<file path="src/rtl/dmem_dma.sv">
// Block copy / fill / checksum engine that masters the 8-bit data-memory port; build with DMA_SUM_EN for checksum mode.
// Latency: copy takes 2N+1 cycles, fill and sum take N+1 cycles, and len=0 or a reserved mode takes 1 cycle from the start edge.
// Backpressure: none; start is ignored unless idle, and memory accesses are single-cycle.
module dmem_dma #(
    parameter int AW = 8,
    parameter int DW = 8
) (
    input  logic          clk,
    input  logic          rst,
    input  logic          start,
    input  logic [1:0]    mode,
    input  logic [AW-1:0] src,
    input  logic [AW-1:0] dst,
    input  logic [AW-1:0] len,
    input  logic [DW-1:0] fill_val,
    output logic          busy,
    output logic          done,
    output logic [DW-1:0] result,
    output logic [AW-1:0] mem_a,
    output logic          mem_we,
    output logic [DW-1:0] mem_wd,
    input  logic [DW-1:0] mem_rd
);

    typedef enum logic [2:0] {
        S_IDLE, S_RD, S_WR, S_FILL, S_SUM, S_DONE
    } state_t;

    state_t        state, state_nx;
    logic [AW-1:0] i, i_inc;
    logic [AW-1:0] src_q, dst_q, len_q;
    logic [DW-1:0] fill_q, hold;
    logic          last;

    assign i_inc = i + 1'b1;
    assign last  = (i_inc == len_q);

    always_ff @(posedge clk) begin
        if (!rst) begin
            state  <= S_IDLE;
            i      <= '0;
            src_q  <= '0;
            dst_q  <= '0;
            len_q  <= '0;
            fill_q <= '0;
            hold   <= '0;
        end else begin
            state <= state_nx;
            case (state)
                S_IDLE: begin
                    if (start) begin
                        src_q  <= src;
                        dst_q  <= dst;
                        len_q  <= len;
                        fill_q <= fill_val;
                        i      <= '0;
                    end
                end
                S_RD:   hold <= mem_rd;
                S_WR, S_FILL, S_SUM: i <= i_inc;
                default: ;
            endcase
        end
    end

    always_comb begin
        state_nx = state;
        case (state)
            S_IDLE: begin
                if (start) begin
                    if (len == '0) begin
                        state_nx = S_DONE;
                    end else begin
                        case (mode)
                            2'b00:   state_nx = S_RD;
                            2'b01:   state_nx = S_FILL;
`ifdef DMA_SUM_EN
                            2'b10:   state_nx = S_SUM;
`endif
                            default: state_nx = S_DONE;
                        endcase
                    end
                end
            end
            S_RD:   state_nx = S_WR;
            S_WR:   state_nx = last ? S_DONE : S_RD;
            S_FILL: state_nx = last ? S_DONE : S_FILL;
            S_SUM:  state_nx = last ? S_DONE : S_SUM;
            S_DONE: state_nx = S_IDLE;
            default: state_nx = S_IDLE;
        endcase
    end

    // Port outputs come only from registered state so the mux ahead of memory sees no start-to-address path.
    always_comb begin
        busy   = 1'b0;
        done   = 1'b0;
        mem_a  = '0;
        mem_we = 1'b0;
        mem_wd = '0;
        case (state)
            S_RD: begin
                busy  = 1'b1;
                mem_a = src_q + i;
            end
            S_WR: begin
                busy   = 1'b1;
                mem_a  = dst_q + i;
                mem_we = 1'b1;
                mem_wd = hold;
            end
            S_FILL: begin
                busy   = 1'b1;
                mem_a  = dst_q + i;
                mem_we = 1'b1;
                mem_wd = fill_q;
            end
            S_SUM: begin
                busy  = 1'b1;
                mem_a = src_q + i;
            end
            S_DONE: done = 1'b1;
            default: ;
        endcase
    end

`ifdef DMA_SUM_EN
    logic [DW-1:0] acc;

    always_ff @(posedge clk) begin
        if (!rst) begin
            acc <= '0;
        end else if (state == S_IDLE && start) begin
            acc <= '0;
        end else if (state == S_SUM) begin
            acc <= acc + mem_rd;
        end
    end

    assign result = acc;
`else
    assign result = '0;
`endif

endmodule

</file>
<file path="config.mk">
export PLATFORM = sky130hd
export DESIGN_NAME = dmem_dma
export DESIGN_NICKNAME = d
export VERILOG_FILES = /design/src/rtl/dmem_dma.sv
export SDC_FILE = /design/constraint.sdc
export NUM_CORES = 1
export LEC_CHECK = 0
export BUFFER_PORTS_ARGS = -buffer_cell sky130_fd_sc_hd__buf_2
export CORE_UTILIZATION = 48
export CTS_CLUSTER_DIAMETER = 200
export CTS_CLUSTER_SIZE = 24
export DETAILED_ROUTE_END_ITERATION = 10
export MAX_ROUTING_LAYER = met4
export PLACE_DENSITY = 0.76
export SLEW_MARGIN = 20
export SYNTH_ARGS = -nofsm -noshare
export SYNTH_HDL_FRONTEND = slang
export SYNTH_SLANG_ARGS = --single-unit
</file>
<file path="constraint.sdc">
create_clock -name clk -period 2.74 [get_ports clk]
set_clock_uncertainty 0.05 [all_clocks]
set_input_delay 0.548 -clock clk [delete_from_list [all_inputs] [get_ports clk]]
set_output_delay 0.548 -clock clk [all_outputs]
set_load 0.01 [all_outputs]
</file>
==> flow_metrics.py, run 1 <==
metrics = {
    "power": {
        "pwr-share-comb_pct": 53.0,
        "p_per_area_mw_per_mm2": 876.4,
        "p_switching_uw": 1267,
        "switching_share_pct": 39.36,
        "p_int_uw": 1952,
        "irDropWorstVdd_mv": 0.8831,
        "p_seq_share_pct": 31.1,
        "power.share.clock_pct": 15.9,
        "leakage_uw": 0.001538,
    },
    "cells_and_area": {
        "fin_nets": 479,
        "most-common-layout-cells": "73 x nand2_1, 62 x buf_2, 49 x dfxtp_1",
        "layout-drive-gt1-share_pct": 30.35,
        "n_antenna_cell": 0,
        "syn_to_final_growth_pct": 25.21,
        "final_common_cell": "nand2_1",
        "final_cell_area_mm2": 0.003672,
    },
    "sta": {
        "max_freq_mhz": 309.4,
        "finalHoldViolCount": 0,
        "relSlewSlack_pct": 64.40,
        "tightest_slew_ns": 0.5340,
        "period_needed_ns": 3.232,
        "timing.final.ws_setup_ns": -0.4921,
        "rsz0062_at_grt": "true",
        "setup_viol": 7,
        "setup_tns_ns": -1.885,
        "drv_slew": 0,
        "fin_crit_sh_pct": 118.0,
    },
    "global_routing": {
        "grt_util_all_layers_pct": 22.68,
        "grt_pass1_wl_mm": 10.98,
        "grt_overflow": 0,
        "grt_start_max_net_pins": 35,
        "grt_pass1_vias": 2359,
        "antenna_found_initial": 0,
    },
    "synthesis": {
        "synthArstFlopShare_pct": 0,
        "synth_flop_cell": "dfxtp_1",
        "syn_avg_cell_area_um2": 8.379,
        "ys_seq_elements": 51,
        "synth_cell_types": 44,
        "synth_area_mm2": 0.002933,
        "seq_area_frac_synth_pct": 34.81,
        "yosysWarnings": 0,
        "synth_edf_count": 0,
        "syn_inst": 350,
    },
    "cts": {
        "cts_made_buffers": 5,
        "root_buffer": "clkbuf_8",
        "clock-sinks": 51,
        "cts_max_level": 2,
        "cts_tree": "built",
        "clk_latency_ns": 0.31,
        "cts.clk_slew.worst_paths_ns": 0.09,
        "cts_buffer_depth": 2,
    },
    "die": {
        "die_y_um": 80.17,
        "core_mm2": 0.005921,
        "die_width_um": 80.17,
        "die_area_mm2": 0.006426,
        "start_util_pct": 49.54,
        "io_pins": 72,
        "num_rows": 28,
    },
    "worst_setup_path": {
        "cp-end-kind": "primary output",
        "reg2reg_depth": 7,
        "r2r_start": "i[0]",
        "worstPathBufferInverterCount": 3,
        "cp_max_fo": 7,
        "r2r-end": "state[1]",
        "path_cells": "xnor2_2, nor2_4, buf_12, mux2_4, ha_4, inv_2, fa_2, nor2b_2, o21ai_2, a21o_1, nand3b_1, nor3b_4, buf_2",
        "critPathKind": "register to primary output",
        "cp_top_family": "adder cells",
        "crit_required_ns": 2.14,
        "critical_path_arrival_ns": 2.63,
        "r2r_slack_ns": 0.68,
        "slowest_delay_ns": 0.34,
        "start_kind": "register",
        "slowest_stage": "dfxtp_2",
    },
    "drt": {
        "routed_wl_mm": 6.961,
        "dr_wl_met2_mm": 3.380,
        "ant_nets": 0,
        "firstDrtPassIters": 4,
        "met3WireLength_um": 219,
        "remaining_drc_errors": 0,
        "top_layer": "met4",
        "via_per_inst": 5.212,
        "wl_met1_mm": 3.244,
        "vias": 2606,
        "drt_iter0_drc": 99,
        "wire_per_inst_um": 13.92,
    },
    "outcome": {
        "outcome": "finished, violations left",
        "violations": "negative setup slack",
    },
    "worst_hold_path": {
        "hold_path_startpoint": "src_q[7]",
        "hold_class": "register to register",
        "hold_depth": 2,
        "hold_end": "src_q[7]",
    },
    "placement": {
        "placed_cell_area_mm2": 0.003447,
        "hpwl_mm": 4.908,
        "gp_congestion": 0.8450,
        "portBuffers": 63,
    },
    "job": {
        "timing.max_cap.violations": 0,
    },
}
## how the worst max path moves through the flow
| stage | from | endpoint | slack, ns | cells past startpoint |
|---|---|---|---|---|
| floorplan | state[0] | mem_a[6] | -0.03 | 12 |
| CTS | state[2] | mem_a[6] | -0.46 | 13 |
| finish | state[0] | mem_a[6] | -0.49 | 13 |
| global placement | state[0] | mem_a[7] | -0.13 | 10 |
| detailed placement | state[0] | mem_a[7] | -0.20 | 10 |
| global route | state[0] | mem_a[6] | -0.57 | 13 |
## worst register-to-register path, cell delays in order, from the launching register on
cell and delay [ns]:
dfxtp_1 0.35, buf_4 0.17, ha_1 0.27, and3b_1 0.19
or3_1 0.35, a31oi_2 0.19, nor3b_1 0.08, a221oi_1 0.30
## sequential cells by signal, indices dropped and copies added, names as in the netlist
register  cells
dst_q         8
fill_q        8
hold          8
i             8
len_q         8
src_q         8
state         3
## per-layer routing
layer / vias up / GRT usage, %
met5: - / -
met4: 0 / 7.321
met3: 11 / 3.977
met2: 63 / 37.61
met1: 1210 / 27.96
li1: 1322 / -
## stage by stage
| step | util [%] | std cells | worst slack [ns] | hold WS, ns | total power (uW) |
|---|---|---|---|---|---|
| global placement | 58.22 | 489 | -0.1345 | 0.4016 | 2537 |
| floorplan | - | 357 | -0.02624 | 0.3900 | 2148 |
| finish | 62.02 | 500 | -0.4921 | 0.4155 | 3218 |
| CTS | 61.75 | 499 | -0.4588 | 0.4206 | 3218 |
| global route | 62.02 | 500 | -0.5672 | 0.4296 | 3442 |
| detailed placement | 58.22 | 489 | -0.1985 | 0.4080 | 2575 |
## cell usage after synthesis, drive strengths merged (2+ instances only)
cell    count  area share [%]
a211oi      3            0.77
nand2      73             9.3
ha          8             3.4
nand3b      3            0.77
xor2        5             1.5
dfxtp      51              35
o21ai      11             1.9
a31oi       3            0.85
nor3b       3            0.77
nor2b      16             3.4
mux2i      17             5.8
a21boi     36             9.2
nor4        5             1.1
o21a        2            0.51
a21oi       5            0.85
and3b       2            0.60
mux2        8             3.1
a22oi       2            0.51
nand3       6             1.0
xnor2      10             3.0
buf        17             4.4
nor2       21             3.5
nor3        9             1.5
a21o        4             1.0
nand2b      2            0.43
clkbuf     10             1.3
and3        2            0.43
inv         6            0.77
## power groups by stage
stage               combinational, uW  clock [uW]  sequential (uW)
floorplan                        1160           0              987
detailed placement               1560           0             1010
global route                     1870         549             1020
CTS                              1700         523              998
global placement                 1530           0             1010
finish                           1710         513             1000
## area by class of cell
class                           instances  area (um^2)
Clock buffer                            6        72.57
Clock inverter                          1        30.03
Fill cell                             520         2248
Inverter                                6        22.52
Multi-Input combinational cell        273         1908
Sequential cell                        51         1023
Tap cell                               75        93.84
Timing Repair Buffer                   88        521.8
## timing repair
action,4_1_cts,5_1_grt
setup buffers,3,1
pin swaps,14,5
gates resized for setup,15,2
gates cloned,0,0
hold buffers,0,0
endpoints found under the setup margin,7,7
## cell families after synthesis
logic type                 synth area share, %
buffers and inverters                    6.442
muxes                                    8.874
xor gates and xnor gates                 4.479
other                                   0.1279
adders and majority gates                4.096
DFF                                      34.81
AOI/OAI and AO/OA                        16.85
and+or+nand+nor                          24.32
No activity file was read; power rests on OpenSTA's default activity.
==> run 2, diff against run 1 <==
--- a/config.mk
+++ b/config.mk
@@ -5,6 +5,7 @@
 export SDC_FILE = /design/constraint.sdc
 export NUM_CORES = 1
 export LEC_CHECK = 0
+export ABC_AREA = 1
 export BUFFER_PORTS_ARGS = -buffer_cell sky130_fd_sc_hd__buf_2
 export CORE_UTILIZATION = 48
 export CTS_CLUSTER_DIAMETER = 200
==> run 2 against run 1 <==
The run still ends with negative setup slack left. Largest cell class unchanged. Highest routed layer unchanged. Critical path type unchanged. Register-to-register slack got worse by 0.22 ns. Clock power is 15% lower. Routed wire length down 8.6%.
==> flow_metrics.py, run 2 <==
metrics = {
    "drt": {
        "via_per_inst": 4.959,
        "wire_per_inst_um": 11.40,
        "vias": 2767,
        "routed_wl_mm": 6.361,
        "remaining_drc_errors": 0,
        "ant_nets": 0,
        "firstDrtPassIters": 4,
        "drt_iter0_drc": 110,
    },
    "sta": {
        "hold_slack_ns": 0.4090,
        "drv_slew": 0,
        "period_needed_ns": 3.020,
        "rsz0062_at_grt": "true",
        "finalHoldViolCount": 0,
        "relSlewSlack_pct": 49.31,
        "tightest_slew_ns": 0.7593,
        "max_freq_mhz": 331.1,
        "setup_viol": 6,
        "fin_crit_sh_pct": 110.2,
        "timing.final.ws_setup_ns": -0.2800,
    },
    "synthesis": {
        "syn_avg_cell_area_um2": 6.872,
        "ys_seq_elements": 51,
        "yosys.area_share.adder_pct": 4.326,
        "synth_top_area_share_pct": 36.77,
        "syn_inst": 404,
        "synthXorXnorAreaFrac_pct": 0.9464,
        "yosysTopAreaCell": "dfxtp_1",
        "synth_simple_gate_area_share_pct": 22.98,
        "synth_cell_types": 33,
        "synth_edf_count": 0,
        "seq_area_frac_synth_pct": 36.77,
        "synth_area_mm2": 0.002776,
        "synthArstFlopShare_pct": 0,
        "synth_flop_cell": "dfxtp_1",
        "yosysWarnings": 0,
        "netlist_top_cells_count": "64 x nand2_1, 57 x inv_1, 52 x o21ai_0",
        "synth_compound_area_share_pct": 22.31,
        "synth_top_cells_by_area": "dfxtp_1 37%, o21ai_0 9.4%, a21oi_1 8.7%, nand2_1 8.7%, inv_1 7.7%",
        "synth_top_family_by_area": "simple AND/OR/NAND/NOR gates",
        "synth.most_common_cell": "nand2_1",
        "muxShareOfSynthArea_pct": 0,
    },
    "cts": {
        "cts_made_buffers": 5,
        "root_buffer": "clkbuf_8",
        "cts.clk_slew.worst_paths_ns": 0.09,
        "clk_latency_ns": 0.31,
        "clock-sinks": 51,
        "cts_buffer_depth": 2,
        "cts_max_level": 2,
        "cts_tree": "built",
    },
    "worst_setup_path": {
        "critPathKind": "register to primary output",
        "cp_common_cell": "nand2_1",
        "crit_required_ns": 2.14,
        "start_kind": "register",
        "cp_max_fo": 6,
        "r2r-end": "fill_q[1]",
        "critical_path_arrival_ns": 2.42,
        "r2r_start": "state[1]",
        "slowest_stage": "dfxtp_4",
        "worstPathBufferInverterCount": 2,
        "path_cells": "nor2_4, nand2_2, nand2_4, nand2_2, o21ai_2, ha_2, inv_2, fa_2, nor2_2, o21ai_1, nand2_1, nand2_1, nand2_1, a21oi_2, nand2_1, nand2_1, nor2_2, buf_2",
        "cp_top_family": "simple AND/OR/NAND/NOR gates",
        "slowest_delay_ns": 0.37,
        "r2r_slack_ns": 0.46,
        "reg2reg_depth": 9,
        "cp-end-kind": "primary output",
    },
    "placement": {
        "gp_congestion": 0.9307,
        "portBuffers": 63,
        "placed_cell_area_mm2": 0.003188,
        "hpwl_mm": 4.648,
        "dp.cells": 537,
    },
    "cells_and_area": {
        "layout-drive-gt1-share_pct": 28.60,
        "n_antenna_cell": 0,
        "final_common_cell": "buf_2",
        "syn_to_final_growth_pct": 24.47,
        "utilization_pct": 62.38,
        "fin_nets": 539,
        "final_cell_area_mm2": 0.003456,
        "most-common-layout-cells": "63 x buf_2, 60 x nand2_1, 55 x inv_1",
        "fin_cells": 558,
    },
    "die": {
        "die_width_um": 78.06,
        "io_pins": 72,
        "num_rows": 27,
        "start_util_pct": 50.11,
        "die_y_um": 78.06,
        "die_area_mm2": 0.006093,
        "core_mm2": 0.005540,
    },
    "power": {
        "leakage_uw": 0.001563,
        "irDropWorstVdd_mv": 0.4289,
        "p_per_area_mw_per_mm2": 724.3,
        "finalPower_uw": 2503,
    },
    "outcome": {
        "violations": "negative setup slack",
        "outcome": "finished, violations left",
    },
    "worst_hold_path": {
        "hold_end": "src_q[2]",
        "hold_class": "primary input to register",
        "hold_depth": 3,
        "hold_path_startpoint": "src[2]",
    },
    "global_routing": {
        "grt_overflow": 0,
        "grt_start_max_net_pins": 56,
        "grt_util_all_layers_pct": 21.82,
        "grt_pass1_wl_mm": 10.38,
        "grt_pass1_vias": 2483,
        "antenna_found_initial": 0,
    },
    "job": {
        "timing.max_cap.violations": 0,
    },
}
-- run 2: changes by cell type after synthesis, sizes merged, moves of 7 or more --
cell	previous run	this run
xnor2	10	1
a21oi	5	50
inv	6	60
nor3	9	2
nand3	6	25
nor2	21	44
mux2i	17	0
nor2b	16	0
a21boi	36	0
o21ai	11	57
o22ai	0	8
mux2	8	0
-- run 2: timing repair --
action	4_1_cts	5_1_grt
pin swaps	8	14
resized for setup	23	11
buffers inserted	9	5
endpoints found under the setup margin	7	7
gates cloned	1	0
hold buffers	0	0
-- run 2: logic make-up after synthesis --
| group | Yosys count |
|---|---|
| buf+inv | 81 |
| compound gates | 117 |
| other cells | 1 |
| flops | 51 |
| fa+ha+maj | 9 |
| simple gates | 142 |
| xor+xnor | 3 |
-- run 2: per-layer routing --
layer | vias to the layer above | wire, um | track usage [%]
li1 | 1460 | - | -
met1 | 1242 | 2899 | 25.67
met2 | 56 | 3171 | 37.98
met3 | 9 | 211 | 3.721
met4 | 0 | 79 | 6.667
met5 | - | 0 | -
-- run 2: worst max path at each step --
stage | endpoint | cells after the start | start | slack [ns]
final | mem_a[6] | 18 | state[1] | -0.28
after global placement | mem_a[6] | 18 | state[0] | 0.03
after global routing | mem_a[6] | 18 | state[1] | -0.49
after CTS | mem_a[6] | 18 | state[0] | -0.28
after floorplan | mem_a[6] | 19 | state[2] | -0.04
after detailed placement | mem_a[6] | 17 | state[0] | -0.09
-- run 2: where the power goes --
part	switching, uW	internal (uW)
clock network	254	180
logic	645	441
registers	80.6	902
total	980	1520
-- run 2: area by class of cell --
type / instances / area (um^2)
Clock inverter: 3 / 18.77
Inverter: 60 / 230.2
Sequential cell: 51 / 1032
Tap cell: 72 / 90.09
Timing Repair Buffer: 88 / 510.5
Clock buffer: 5 / 68.82
Fill cell: 525 / 2085
Multi-Input combinational cell: 279 / 1505
-- run 2: metrics by stage --
step	setup TNS, ns	setup slack (ns)
6_report	-1.083	-0.2800
5_1_grt	-2.171	-0.4882
3_3_place_gp	0	0.03034
3_5_place_dp	-0.1147	-0.09112
2_1_floorplan	-0.03907	-0.03907
4_1_cts	-0.8827	-0.2811
-- run 2: worst min-delay path, cell delays in order --
cell	delay, ns
buf_2	0.07
nor2_1	0.03
nor2_1	0.08
